$ cat config.mk
export PLATFORM = sky130hd
export DESIGN_NAME = fetch_prefetch_queue
export DESIGN_NICKNAME = d
export VERILOG_FILES = /design/src/rtl/fetch_prefetch_queue_pkg.sv /design/src/rtl/fetch_fifo.sv /design/src/rtl/fetch_prefetch_queue.sv
export SDC_FILE = /design/constraint.sdc
export NUM_CORES = 1
export LEC_CHECK = 0
export ABC_CLOCK_PERIOD_IN_PS = 8200
export CAP_MARGIN = 20
export CORE_ASPECT_RATIO = 1.5
export CORE_UTILIZATION = 50
export DETAILED_ROUTE_END_ITERATION = 12
export GPL_ROUTABILITY_DRIVEN = 0
export GPL_TIMING_DRIVEN = 0
export PLACE_DENSITY = 0.71
export SYNTH_ARGS = -nofsm -noshare
export SYNTH_HDL_FRONTEND = slang
export SYNTH_SLANG_ARGS = --single-unit
$ cat constraint.sdc
create_clock -name clock -period 8.2 [get_ports clock]
set_input_delay 1.23 -clock clock [delete_from_list [all_inputs] [get_ports clock]]
set_output_delay 1.23 -clock clock [all_outputs]
set_load 0.03 [all_outputs]
$ cat src/rtl/fetch_prefetch_queue_pkg.sv
// Shared hart fetch definitions: default widths, fetch entry
// and memory-controller request/response records.
package fetch_prefetch_queue_pkg;

   localparam int HART_DATA_WIDTH    = 32;
   localparam int HART_ADDRESS_WIDTH = 32;
   localparam int INSTRUCTION_BYTES  = 4;

   typedef struct packed {
      logic [HART_DATA_WIDTH-1:0]    instruction;
      logic [HART_ADDRESS_WIDTH-1:0] address;
      logic                          error;
   } fetch_entry_t;

   typedef struct packed {
      logic                          valid;
      logic [HART_ADDRESS_WIDTH-1:0] address;
      logic                          write;
      logic [HART_DATA_WIDTH-1:0]    write_data;
   } mc_request_t;

   typedef struct packed {
      logic                       valid;
      logic [HART_DATA_WIDTH-1:0] read_data;
      logic                       error;
   } mc_response_t;

   function automatic int ptr_width(input int depth);
      return (depth > 1) ? $clog2(depth) : 1;
   endfunction

endpackage

$ cat src/rtl/fetch_fifo.sv
// Generic synchronous FIFO with power-of-two pointer wrap;
// used for the instruction buffer and the in-flight PC tags.
module fetch_fifo
   import fetch_prefetch_queue_pkg::*;
#(
   parameter int DEPTH = 4,
   parameter int WIDTH = 32
) (
   input  logic                   clock,
   input  logic                   clear,
   input  logic                   flush_i,
   input  logic                   push_i,
   input  logic [WIDTH-1:0]       push_data_i,
   input  logic                   pop_i,
   output logic [WIDTH-1:0]       head_o,
   output logic                   full_o,
   output logic                   empty_o,
   output logic [$clog2(DEPTH):0] count_o
);

   localparam int PW = ptr_width(DEPTH);
   localparam int CW = $clog2(DEPTH) + 1;
   localparam logic [PW-1:0] MASK = PW'(DEPTH - 1);

   logic [WIDTH-1:0] mem_q [DEPTH];
   logic [PW-1:0]    rd_q, rd_d;
   logic [PW-1:0]    wr_q, wr_d;
   logic [CW-1:0]    count_q, count_d;
   logic             do_push, do_pop;

   assign full_o  = (count_q == CW'(DEPTH));
   assign empty_o = (count_q == '0);
   assign count_o = count_q;
   assign head_o  = mem_q[rd_q];

   assign do_pop  = pop_i & ~empty_o;
   assign do_push = push_i & (~full_o | do_pop);

   always_comb begin
      rd_d    = rd_q;
      wr_d    = wr_q;
      count_d = count_q;
      if (flush_i) begin
         rd_d    = '0;
         wr_d    = '0;
         count_d = '0;
      end else begin
         if (do_pop)
            rd_d = (rd_q + PW'(1)) & MASK;
         if (do_push)
            wr_d = (wr_q + PW'(1)) & MASK;
         if (do_push & ~do_pop)
            count_d = count_q + CW'(1);
         else if (do_pop & ~do_push)
            count_d = count_q - CW'(1);
      end
   end

   always_ff @(posedge clock) begin
      if (clear) begin
         rd_q    <= '0;
         wr_q    <= '0;
         count_q <= '0;
      end else begin
         rd_q    <= rd_d;
         wr_q    <= wr_d;
         count_q <= count_d;
      end
   end

   always_ff @(posedge clock) begin
      if (do_push & ~flush_i)
         mem_q[wr_q] <= push_data_i;
   end

endmodule

$ cat src/rtl/fetch_prefetch_queue.sv
// Pipelined hart fetch: sequential prefetch with credit-based
// buffering, redirect flush and fault halt.
module fetch_prefetch_queue
   import fetch_prefetch_queue_pkg::*;
#(
   parameter int DATA_WIDTH      = HART_DATA_WIDTH,
   parameter int ADDRESS_WIDTH   = HART_ADDRESS_WIDTH,
   parameter int DEPTH           = 4,
   parameter int MAX_OUTSTANDING = 2,
   parameter logic [ADDRESS_WIDTH-1:0] RESET_PC = '0
) (
   input  logic                     clock,
   input  logic                     clear,
   input  logic                     should_fetch,
   input  logic                     redirect_valid,
   input  logic [ADDRESS_WIDTH-1:0] redirect_address,
   output logic                     hart_to_memory_controller_valid,
   input  logic                     hart_to_memory_controller_ready,
   output logic [ADDRESS_WIDTH-1:0] hart_to_memory_controller_address,
   output logic                     hart_to_memory_controller_write,
   output logic [DATA_WIDTH-1:0]    hart_to_memory_controller_write_data,
   input  logic                     memory_controller_to_hart_valid,
   input  logic [DATA_WIDTH-1:0]    memory_controller_to_hart_read_data,
   input  logic                     memory_controller_to_hart_error,
   output logic                     memory_controller_to_hart_ready,
   output logic                     instruction_valid,
   input  logic                     instruction_ready,
   output logic [DATA_WIDTH-1:0]    instruction,
   output logic [ADDRESS_WIDTH-1:0] instruction_address,
   output logic                     instruction_error,
   output logic                     faulted
);

   localparam int TAG_DEPTH = 1 << $clog2(MAX_OUTSTANDING);
   localparam int EW = DATA_WIDTH + ADDRESS_WIDTH + 1;
   localparam int CW = $clog2(DEPTH) + 1;
   localparam int IW = $clog2(TAG_DEPTH) + 1;
   localparam int SW = ((CW > IW) ? CW : IW) + 1;

   logic [ADDRESS_WIDTH-1:0] pc_q, pc_d;
   logic [IW-1:0]            discard_q, discard_d;
   logic                     faulted_q, faulted_d;

   logic [IW-1:0]            in_flight, in_flight_next;
   logic [CW-1:0]            fifo_count;
   logic                     fifo_full, fifo_empty;
   logic                     tag_full, tag_empty;
   logic [ADDRESS_WIDTH-1:0] resp_pc;
   logic [EW-1:0]            head;
   logic [SW-1:0]            occupancy;
   logic                     issue_ok, fire, resp, accept, pop;

   // Buffer space is reserved at issue, so a response can always be stored.
   assign occupancy = SW'(fifo_count) + SW'(in_flight);
   assign issue_ok  = should_fetch & ~faulted_q & ~redirect_valid
                    & ~tag_full & ~fifo_full
                    & (SW'(in_flight) < SW'(MAX_OUTSTANDING))
                    & (occupancy < SW'(DEPTH));
   assign fire   = issue_ok & hart_to_memory_controller_ready;
   assign resp   = memory_controller_to_hart_valid & ~tag_empty;
   assign accept = resp & ~redirect_valid & (discard_q == '0);
   assign pop    = instruction_valid & instruction_ready & ~redirect_valid;

   assign in_flight_next = in_flight + IW'(fire) - IW'(resp);

   fetch_fifo #(
      .DEPTH(TAG_DEPTH),
      .WIDTH(ADDRESS_WIDTH)
   ) u_tags (
      .clock      (clock),
      .clear      (clear),
      .flush_i    (1'b0),
      .push_i     (fire),
      .push_data_i(pc_q),
      .pop_i      (resp),
      .head_o     (resp_pc),
      .full_o     (tag_full),
      .empty_o    (tag_empty),
      .count_o    (in_flight)
   );

   fetch_fifo #(
      .DEPTH(DEPTH),
      .WIDTH(EW)
   ) u_buffer (
      .clock      (clock),
      .clear      (clear),
      .flush_i    (redirect_valid),
      .push_i     (accept),
      .push_data_i({memory_controller_to_hart_read_data, resp_pc,
                    memory_controller_to_hart_error}),
      .pop_i      (pop),
      .head_o     (head),
      .full_o     (fifo_full),
      .empty_o    (fifo_empty),
      .count_o    (fifo_count)
   );

   always_comb begin
      pc_d      = pc_q;
      discard_d = discard_q;
      faulted_d = faulted_q;
      if (redirect_valid) begin
         pc_d      = redirect_address & ~ADDRESS_WIDTH'(INSTRUCTION_BYTES - 1);
         faulted_d = 1'b0;
         discard_d = in_flight_next;
      end else begin
         if (fire)
            pc_d = pc_q + ADDRESS_WIDTH'(INSTRUCTION_BYTES);
         // Everything still outstanding after a fault is younger: drop it.
         if (accept & memory_controller_to_hart_error) begin
            faulted_d = 1'b1;
            discard_d = in_flight_next;
         end else if (resp & (discard_q != '0)) begin
            discard_d = discard_q - IW'(1);
         end
      end
   end

   always_ff @(posedge clock) begin
      if (clear) begin
         pc_q      <= RESET_PC;
         discard_q <= '0;
         faulted_q <= 1'b0;
      end else begin
         pc_q      <= pc_d;
         discard_q <= discard_d;
         faulted_q <= faulted_d;
      end
   end

   assign hart_to_memory_controller_valid      = issue_ok;
   assign hart_to_memory_controller_address    = issue_ok ? pc_q : '0;
   assign hart_to_memory_controller_write      = 1'b0;
   assign hart_to_memory_controller_write_data = '0;
   assign memory_controller_to_hart_ready      = 1'b1;

   assign instruction_valid   = ~fifo_empty;
   assign instruction         = instruction_valid ? head[EW-1 -: DATA_WIDTH] : '0;
   assign instruction_address = instruction_valid ? head[ADDRESS_WIDTH:1] : '0;
   assign instruction_error   = instruction_valid & head[0];
   assign faulted             = faulted_q;

endmodule

==> results of run 1 <==
## routing by layer
layer	share of wire [%]	global-route usage, %
met4	3.6	9.01
met1	39	24.4
met2	52	36.4
met3	5.5	2.27
met5	0	0
## metrics by stage
step	instances	hold slack (ps)	utilization [%]	worst slack, ps
final	1557	468	62.2	3110
after global routing	1557	490	62.2	2980
after CTS	1557	465	62.2	3140
after detailed placement	1501	443	58.8	3140
after global placement	1497	427	58.3	2260
after floorplan	938	420	-	4110
## registers in the layout (all words and copies together), names as in the netlist, named ones only
signal / flops
u_tags.wr_q: 1
u_buffer.rd_q: 2
u_buffer.count_o: 3
u_tags.count_o: 2
discard_q: 2
u_buffer.wr_q: 2
u_buffer.mem_q: 252
faulted: 1
u_tags.rd_q: 1
pc_q: 30
u_tags.mem_q: 60
## layout make-up
| class | count | area, um2 | area share [%] |
|---|---|---|---|
| multi-input cells | 476 | 4170 | 22.8 |
| clock buffers | 46 | 882 | 4.83 |
| well taps | 395 | 494 | 2.71 |
| inverters | 18 | 67.6 | 0.370 |
| plain buffers | 85 | 482 | 2.64 |
| repair buffers | 168 | 1750 | 9.59 |
| clock inverters | 10 | 113 | 0.616 |
| flip-flops and latches | 359 | 10300 | 56.4 |
## worst max path at each step
stage,slack (ps),endpoint,depth (start not counted)
after CTS,3140,hart_to_memory_controller_address[11],8
final,3110,hart_to_memory_controller_address[11],8
after detailed placement,3140,hart_to_memory_controller_address[11],8
after global placement,2260,u_buffer.mem_q[1][55],5
after floorplan,4110,hart_to_memory_controller_address[21],7
after global routing,2980,hart_to_memory_controller_address[11],8
## cells in the mapped netlist, types with 2 or more instances
cell	count	area (um2)
a211oi_1	8	60.1
a21oi_1	13	65.1
a22oi_1	5	37.5
a311oi_1	6	52.6
a31oi_1	14	87.6
and2_1	98	613
and3_1	6	37.5
and4_1	5	43.8
buf_2	13	65.1
buf_4	39	293
clkbuf_1	32	120
conb_1	2	7.51
dfxtp_1	47	941
edfxtp_1	312	9370
ha_1	11	138
inv_1	16	60.1
mux2_2	32	360
mux2i_1	6	60.1
mux4_2	63	1420
nand2_1	25	93.8
nand3_1	17	85.1
nand4_1	12	75.1
nand4b_1	2	17.5
nor2_1	35	131
nor3_1	11	55.1
nor4_1	6	37.5
nor4_4	2	42.5
o21a_1	2	15.0
o21ai_0	9	45.0
o31ai_1	2	15.0
or3_1	9	56.3
or4_1	5	37.5
xnor2_1	10	87.6
xor2_1	8	70.1
## where the power goes
| part | internal, W | total, W | switching, W |
|---|---|---|---|
| Clock | 0.000805 | 0.00142 | 0.000617 |
| Combinational | 0.000290 | 0.000681 | 0.000391 |
| Sequential | 0.00210 | 0.00215 | 0.0000477 |
## cell families (layout without fill, tap and decap cells)
logic type	count (synthesis)	after routing
flip-flops	359	359
AND/OR/NAND/NOR	242	242
buffers and inverters	103	327
multiplexers	101	101
AO/OA/AOI/OAI	65	65
XOR/XNOR	18	18
adder cells (fa/ha/maj)	12	12
other	2	38
## worst max-delay path: stages
cell and delay (ps):
clkdlybuf4s50_1 460, nor2b_1 210, nand4_4 210, inv_2 160
buf_2 270, clkbuf_1 380, and2_1 260, clkdlybuf4s50_1 690
## cells in the final DEF (no fill, tap or decap), types with 12 or more instances in the layout
| cell type | n |
|---|---|
| nand2_1 | 25 |
| a21oi_1 | 13 |
| clkdlybuf4s50_1 | 164 |
| dfxtp_1 | 47 |
| and2_1 | 94 |
| mux4_2 | 63 |
| mux2_2 | 32 |
| nand3_1 | 17 |
| buf_4 | 39 |
| clkbuf_1 | 42 |
| clkbuf_16 | 31 |
| edfxtp_1 | 312 |
| a31oi_1 | 14 |
| buf_2 | 13 |
| nor2_1 | 34 |
| conb_1 | 38 |
| nand4_1 | 12 |
| inv_1 | 16 |
==> results.cfg, run 1 <==
[worst_setup_path]
cp-startpoint = should_fetch
reg2reg_depth = 9
critPathArrivalTime_ps = 3860
rrSetupSlack_ps = 5210
r2r-start = u_tags.count_o[1]
cp-start-kind = input port
end_kind = primary output
path_class = input port to primary output
worstPathMaxFanout = 10
worstPathRequired_ps = 6970
rr_endpoint = u_buffer.count_o[2]

[placed_design]
dp_hpwl_um = 20100
io_buffers = 164
placed_area_um2 = 17300

[detailed_routing]
wl_per_cell_um = 19.3
drt-pass1-iter-count = 6
vias = 8377
drc = 0
drt_iter0_drc = 429
drt-total-wl_um = 30000
antenna_left = 0
drt-vias-per-instance = 5.38

[status]
outcome = complete, no violations

[sta]
grt_setup_unrepaired = false
fin_tns_setup_ps = 0
fmax_mhz = 197
finalCriticalPeriod_ps = 5090
slew_viol_final = 0
worst_slew_pin_slew_ps = 908
finalCritPeriodShare_pct = 62.1
fin_skew_ps = 14.5
finalHoldViolCount = 0
maxSlewHeadroom_pct = 39.3
setup_viol = 0

[synth]
ys_warn_count = 0
ys_seq_elements = 359
syn_avg_cell_area_um2 = 16.5
synth-edff-count = 312
synth_top_family_by_area = multiplexers
synth_mux_area_share_pct = 12.4
synth.distinct_cells = 53
syn_inst = 902
synth_fa_ha_area_share_pct = 1.06
synth_area_um2 = 14900
yosys.area_share.simple_pct = 9.54
ys_seq_area_share_pct = 69.3
ys.flop_type = edfxtp_1
async_flop_share_pct = 0
synth_compound_area_share_pct = 2.90
synthXorXnorAreaFrac_pct = 1.06

[clock_tree]
cts_tree = yes
cts-root-buf = clkbuf_16
clk_pin_slew_ps = 70
htree_levels = 1
clock_path_buffers = 3
clock-sinks = 359
cts_setup_buffers = 0
cts_hold_buffers = 0
clk-insertion-delay-late_ps = 560
cts_buffers = 30
cts_resized = 0

[global_routing]
grt_pass1_vias = 8450
globalRouteTotalUtil_pct = 20.2
grt_first_pass_wirelength_um = 46300
antenna_found_initial = 0
grt_overflow = 0
grt_max_degree = 53

[die]
die_h_um = 213
rows = 77
design.core.area_um2 = 29400
die_w_um = 143
start_util_pct = 50.6
io-pin-count = 206
die_area_um2 = 30500

[min_path]
hold_class = register to register
min_path_cells = 0
min_from = pc_q[7]
whs_endpoint = u_tags.mem_q[0][7]

[power]
cellLeakagePower_nw = 6.00
power_w = 0.00425
peakVddDrop_uv = 156
powerDensity_nw_per_um2 = 233

[final_layout]
syn2layout_area_growth_pct = 22.8
antenna_cells = 0
drive_gt1_share_pct = 18.2
fillers = 2182
final_nets = 1222
design_area_um2 = 18300

[job]
maxCapViolCount = 0
(Power assumes the default switching activity.)
==> run 2, diff against run 1 <==
--- a/config.mk
+++ b/config.mk
@@ -5,14 +5,14 @@
 export SDC_FILE = /design/constraint.sdc
 export NUM_CORES = 1
 export LEC_CHECK = 0
-export ABC_CLOCK_PERIOD_IN_PS = 8200
+export ABC_CLOCK_PERIOD_IN_PS = 4380
 export CAP_MARGIN = 20
 export CORE_ASPECT_RATIO = 1.5
-export CORE_UTILIZATION = 50
+export CORE_UTILIZATION = 49
 export DETAILED_ROUTE_END_ITERATION = 12
 export GPL_ROUTABILITY_DRIVEN = 0
 export GPL_TIMING_DRIVEN = 0
-export PLACE_DENSITY = 0.71
+export PLACE_DENSITY = 0.73
 export SYNTH_ARGS = -nofsm -noshare
 export SYNTH_HDL_FRONTEND = slang
 export SYNTH_SLANG_ARGS = --single-unit
==> constraint.sdc (replaced) <==
create_clock -name clock -period 4.38 [get_ports clock]
set_input_delay 0.657 -clock clock [delete_from_list [all_inputs] [get_ports clock]]
set_output_delay 0.657 -clock clock [all_outputs]
set_load 0.03 [all_outputs]
==> results.cfg, run 2 (synthesized netlist as in run 1, its figures left out) <==
[global_routing]
grt_pass1_vias = 8533
grt_overflow = 0
grt_first_pass_wirelength_um = 46600
antenna_found_initial = 0
grt_max_degree = 58
globalRouteTotalUtil_pct = 20.1

[sta]
slew_viol_final = 0
worst_slew_pin_slew_ps = 973
finalHoldViolCount = 0
fin_skew_ps = 20.8
grt_setup_unrepaired = false
fmax_mhz = 250
finalCriticalPeriod_ps = 4000
worst_hold_slack_ps = 456
maxSlewHeadroom_pct = 35.1
finalCritPeriodShare_pct = 91.2
setup_viol = 0

[detailed_routing]
drc = 0
wl_met2_um = 16200
vias = 8416
wl_per_cell_um = 19.6
routed-wl-met3_um = 1690
antenna_left = 0
drt-pass1-iter-count = 5
drt-vias-per-instance = 5.39
drt-total-wl_um = 30600
drt-met1-wl_um = 11800
drt_iter0_drc = 535
top_layer = met4

[final_layout]
fin_cells = 1560
final_cell_mix = edfxtp_1, clkdlybuf4s50_1, and2_1, mux4_2, dfxtp_1
fillers = 2249
reg_top3 = u_buffer.mem_q x252, u_tags.mem_q x60, pc_q x30
drive_gt1_share_pct = 18.2
mostFrequentLayoutCell = edfxtp_1
syn2layout_area_growth_pct = 23.5
largest-register = u_buffer.mem_q
fin_util_pct = 61.9
design_area_um2 = 18400
largest_reg_flops = 252
final_nets = 1226
antenna_cells = 0

[die]
rows = 77
die_w_um = 144
die_h_um = 215
design.core.area_um2 = 29700
die_area_um2 = 31100
io-pin-count = 206
start_util_pct = 50.1

[power]
powerDensity_nw_per_um2 = 448
peakVddDrop_uv = 256
power_w = 0.00822
cellLeakagePower_nw = 6.06

[clock_tree]
clock_path_buffers = 3
cts-root-buf = clkbuf_16
clock-sinks = 359
cts_resized = 0
cts_buffers = 34
htree_levels = 2
cts_setup_buffers = 0
cts_tree = yes
clk_pin_slew_ps = 60
clk-insertion-delay-late_ps = 510
cts_hold_buffers = 0

[worst_setup_path]
worstPathMaxFanout = 10
critPathArrivalTime_ps = 3340
end_kind = primary output
cp-start-kind = register
worstPathRequired_ps = 3720
path_class = register to primary output

[placed_design]
dp_hpwl_um = 20400
io_buffers = 164
placed_area_um2 = 17300
placed_cells = 1501

[min_path]
hold_class = register to register

[job]
maxCapViolCount = 0

[status]
outcome = complete, no violations
[run 2: cell count changes in the layout (fill, tap and decap cells not counted), sizes merged]
cell / change
clkinv: +5
clkinvlp: -3
bufinv: +1
clkbuf: -1
inv: +1
[run 2: worst paths after layout]
check / from / to / slack (ps) / depth (start not counted)
worst max register to register: u_tags.count_o[1] / u_buffer.count_o[2] / 1380 / 9
worst max-delay path: u_tags.count_o[1] / hart_to_memory_controller_address[11] / 380 / 8
worst min register to register: pc_q[7] / u_tags.mem_q[0][7] / 460 / 0
worst min-delay path: pc_q[7] / u_tags.mem_q[0][7] / 460 / 0
[run 2: stage by stage]
step	setup WS [ps]	setup TNS, ps
floorplan	965	0
global placement	-945	-235580
detailed placement	497	0
CTS	320	0
global route	260	0
finish	384	0
[run 2: critical path: stages, from the launching register on]
cell and delay, ps:
dfxtp_1 480, ha_1 280, nand3_1 130, nand4_4 190
inv_2 170, buf_2 260, clkbuf_1 370, and2_1 250
clkdlybuf4s50_1 700
[run 2: metal layers]
layer  GRT usage (%)  up-vias
met3            3.20       71
met1            24.3     4123
li1                -     3875
met2            35.5      347
met4            7.93        0
met5               0        -
[run 2: power by group]
group | switching [W] | internal, W
registers | 0.0000917 | 0.00394
clock network | 0.00118 | 0.00173
logic | 0.000734 | 0.000543
total | 0.00201 | 0.00621
[run 2: final cells by class]
| cell class | count | area, um2 | area share (%) |
|---|---|---|---|
| sequential | 359 | 10300 | 56.1 |
| clock buffer | 45 | 966 | 5.26 |
| multi-input combinational | 476 | 4170 | 22.7 |
| buffer | 85 | 482 | 2.62 |
| clock inverter | 14 | 146 | 0.797 |
| inverter | 18 | 67.6 | 0.368 |
| timing repair buffer | 168 | 1740 | 9.45 |
| tap | 395 | 494 | 2.69 |
==> patch, RTL diff (flow settings as in run 2) <==
Set the parameter `MAX_OUTSTANDING` to 1 (it was 2).
--- a/src/rtl/fetch_prefetch_queue.sv
+++ b/src/rtl/fetch_prefetch_queue.sv
@@ -8,3 +8,3 @@
    parameter int DEPTH           = 4,
-   parameter int MAX_OUTSTANDING = 2,
+   parameter int MAX_OUTSTANDING = 1,
    parameter logic [ADDRESS_WIDTH-1:0] RESET_PC = '0
Formal check against the unedited RTL: not equivalent (a bounded check fails within 4 cycles, from zero or initial values).
==> patch against run 2 <==
- setup slack better by 100 ps
- area after synthesis down 11%
- final area down 9.3%
- via count down 12%
- sequential cell count down 35
- wire length down 13%
- critical path type unchanged
- non-clock buffer count down 5
- utilization up 0.77 points
Power is not compared: it rests on default switching activity, and its combinational part moved more than twofold at a synthesized area within 25%.
==> patch: results (changes against run 2) <==
[sta]
slew_headroom_pct = 40.0  ; was 35.1%
clock_skew_ps = 6.32  ; was 20.8 ps

[cts]
cts_buffers = 27  ; was 34
cts_max_level = 1  ; was 2
cts-resized-gates = 0  ; unchanged
clk_latency_ps = 550  ; was 510 ps

[logic_synthesis]
synth.area.top_cells = edfxtp_1, mux4_2, dfxtp_1, and2_1, buf_4  ; was edfxtp_1, mux4_2, dfxtp_1, and2_1, mux2_2
synthTopCellsByCount = edfxtp_1, and2_1, mux4_2  ; unchanged
seq_area_frac_synth_pct = 70.1  ; was 69.3%
synth.distinct_cells = 55  ; was 53
synth_edf_count = 282  ; was 312

[placed_design]
hpwl_um = 17900  ; was 20,400 µm
portBuffers = 164  ; unchanged
pre_cts_ws_ps = 418  ; was 497 ps

[routing]
vias_per_cell = 5.34  ; was 5.39
drt-total-wl_um = 26700  ; was 30,600 µm
drt_first_iter_violations = 415  ; was 535
first_pass_iters = 5  ; unchanged

[status]
status = finished, final reports clean  ; unchanged

[final_layout]
n_antenna_cell = 0  ; unchanged
drive_gt1_share_pct = 17.0  ; was 18.2%
nNetsFinal = 1116  ; was 1,226
fill_cells = 1933  ; was 2,249
top_regs = u_buffer.mem_q: 252 flops, pc_q: 30 flops, u_tags.mem_q: 30 flops  ; was u_buffer.mem_q: 252 flops, u_tags.mem_q: 60 flops, pc_q: 30 flops

[critical_path]
crit_slowest_cell = mux4_2  ; was clkdlybuf4s50_1
critPathTopFamily = buffers and inverters  ; unchanged
crit_fanout = 10  ; unchanged
crit_arrival_ps = 3230  ; was 3340 ps
critPathMaxStageDelay_ps = 630  ; was 700 ps

[power]
cellLeakagePower_nw = 5.60

[global_route]
antenna_found_initial = 0  ; unchanged
grt_pass1_wl_um = 41000  ; was 46,600 µm
grt_pass1_vias = 7509  ; was 8,533
grt_max_degree = 50  ; was 58
grt_usage_pct = 19.8  ; was 20.1%

[worst_hold_path]
hp-class = reg -> reg  ; unchanged

-- patch: kinds of logic after synthesis --
family                     synth area share [%]
other                                    0.0565
muxes                                      11.1
AOI/OAI and AO/OA                          2.65
adders and majority gates                 0.904
DFF                                        70.1
xor gates and xnor gates                   1.58
buffers and inverters                      3.76
and+or+nand+nor                            9.90
-- patch: final timing paths --
| path | endpoint | slack [ps] | start | cells past startpoint |
|---|---|---|---|---|
| min | u_tags.mem_q[0][16] | 440 | pc_q[16] | 0 |
| min reg2reg | u_tags.mem_q[0][16] | 440 | pc_q[16] | 0 |
| max reg2reg | u_tags.count_o | 1100 | u_buffer.count_o[2] | 8 |
| max | instruction_address[21] | 490 | flop | 5 |
-- patch: where the power goes --
group | total, W | internal, W | switching (W)
logic | 0.000499 | 0.000219 | 0.000280
registers | 0.00346 | 0.00341 | 0.0000563
clock network | 0.00270 | 0.00162 | 0.00108
-- patch: through the flow --
step	utilization (%)	hold WS, ps	cell area, µm²	cells
2_1_floorplan	-	406	13400	837
4_1_cts	62.7	439	16700	1393
6_report	62.7	438	16700	1393
3_5_place_dp	58.8	423	15600	1343
5_1_grt	62.7	464	16700	1393
3_3_place_gp	58.2	418	15500	1338
-- patch: cell type report --
class,count,area share [%]
sequential,324,55.9
multi-input combinational,422,21.8
timing repair buffer,169,10.7
clock buffer,33,4.43
buffer,79,2.73
tap,337,2.53
clock inverter,17,1.70
inverter,12,0.270
-- patch: metal layers --
layer  share of wire (%)  track usage, %
met1                  39            24.2
met2                  52            34.9
met3                 5.4            2.59
met4                 3.4            8.33
met5                   0               0
-- patch: worst register-to-register path, delay by kind of cell, from the launching register on --
kind / cells / cell delay, ps
flops: 1 / 360
fa+ha+maj: 2 / 940
xor+xnor: 1 / 150
buf+inv: 2 / 550
simple gates: 3 / 1150
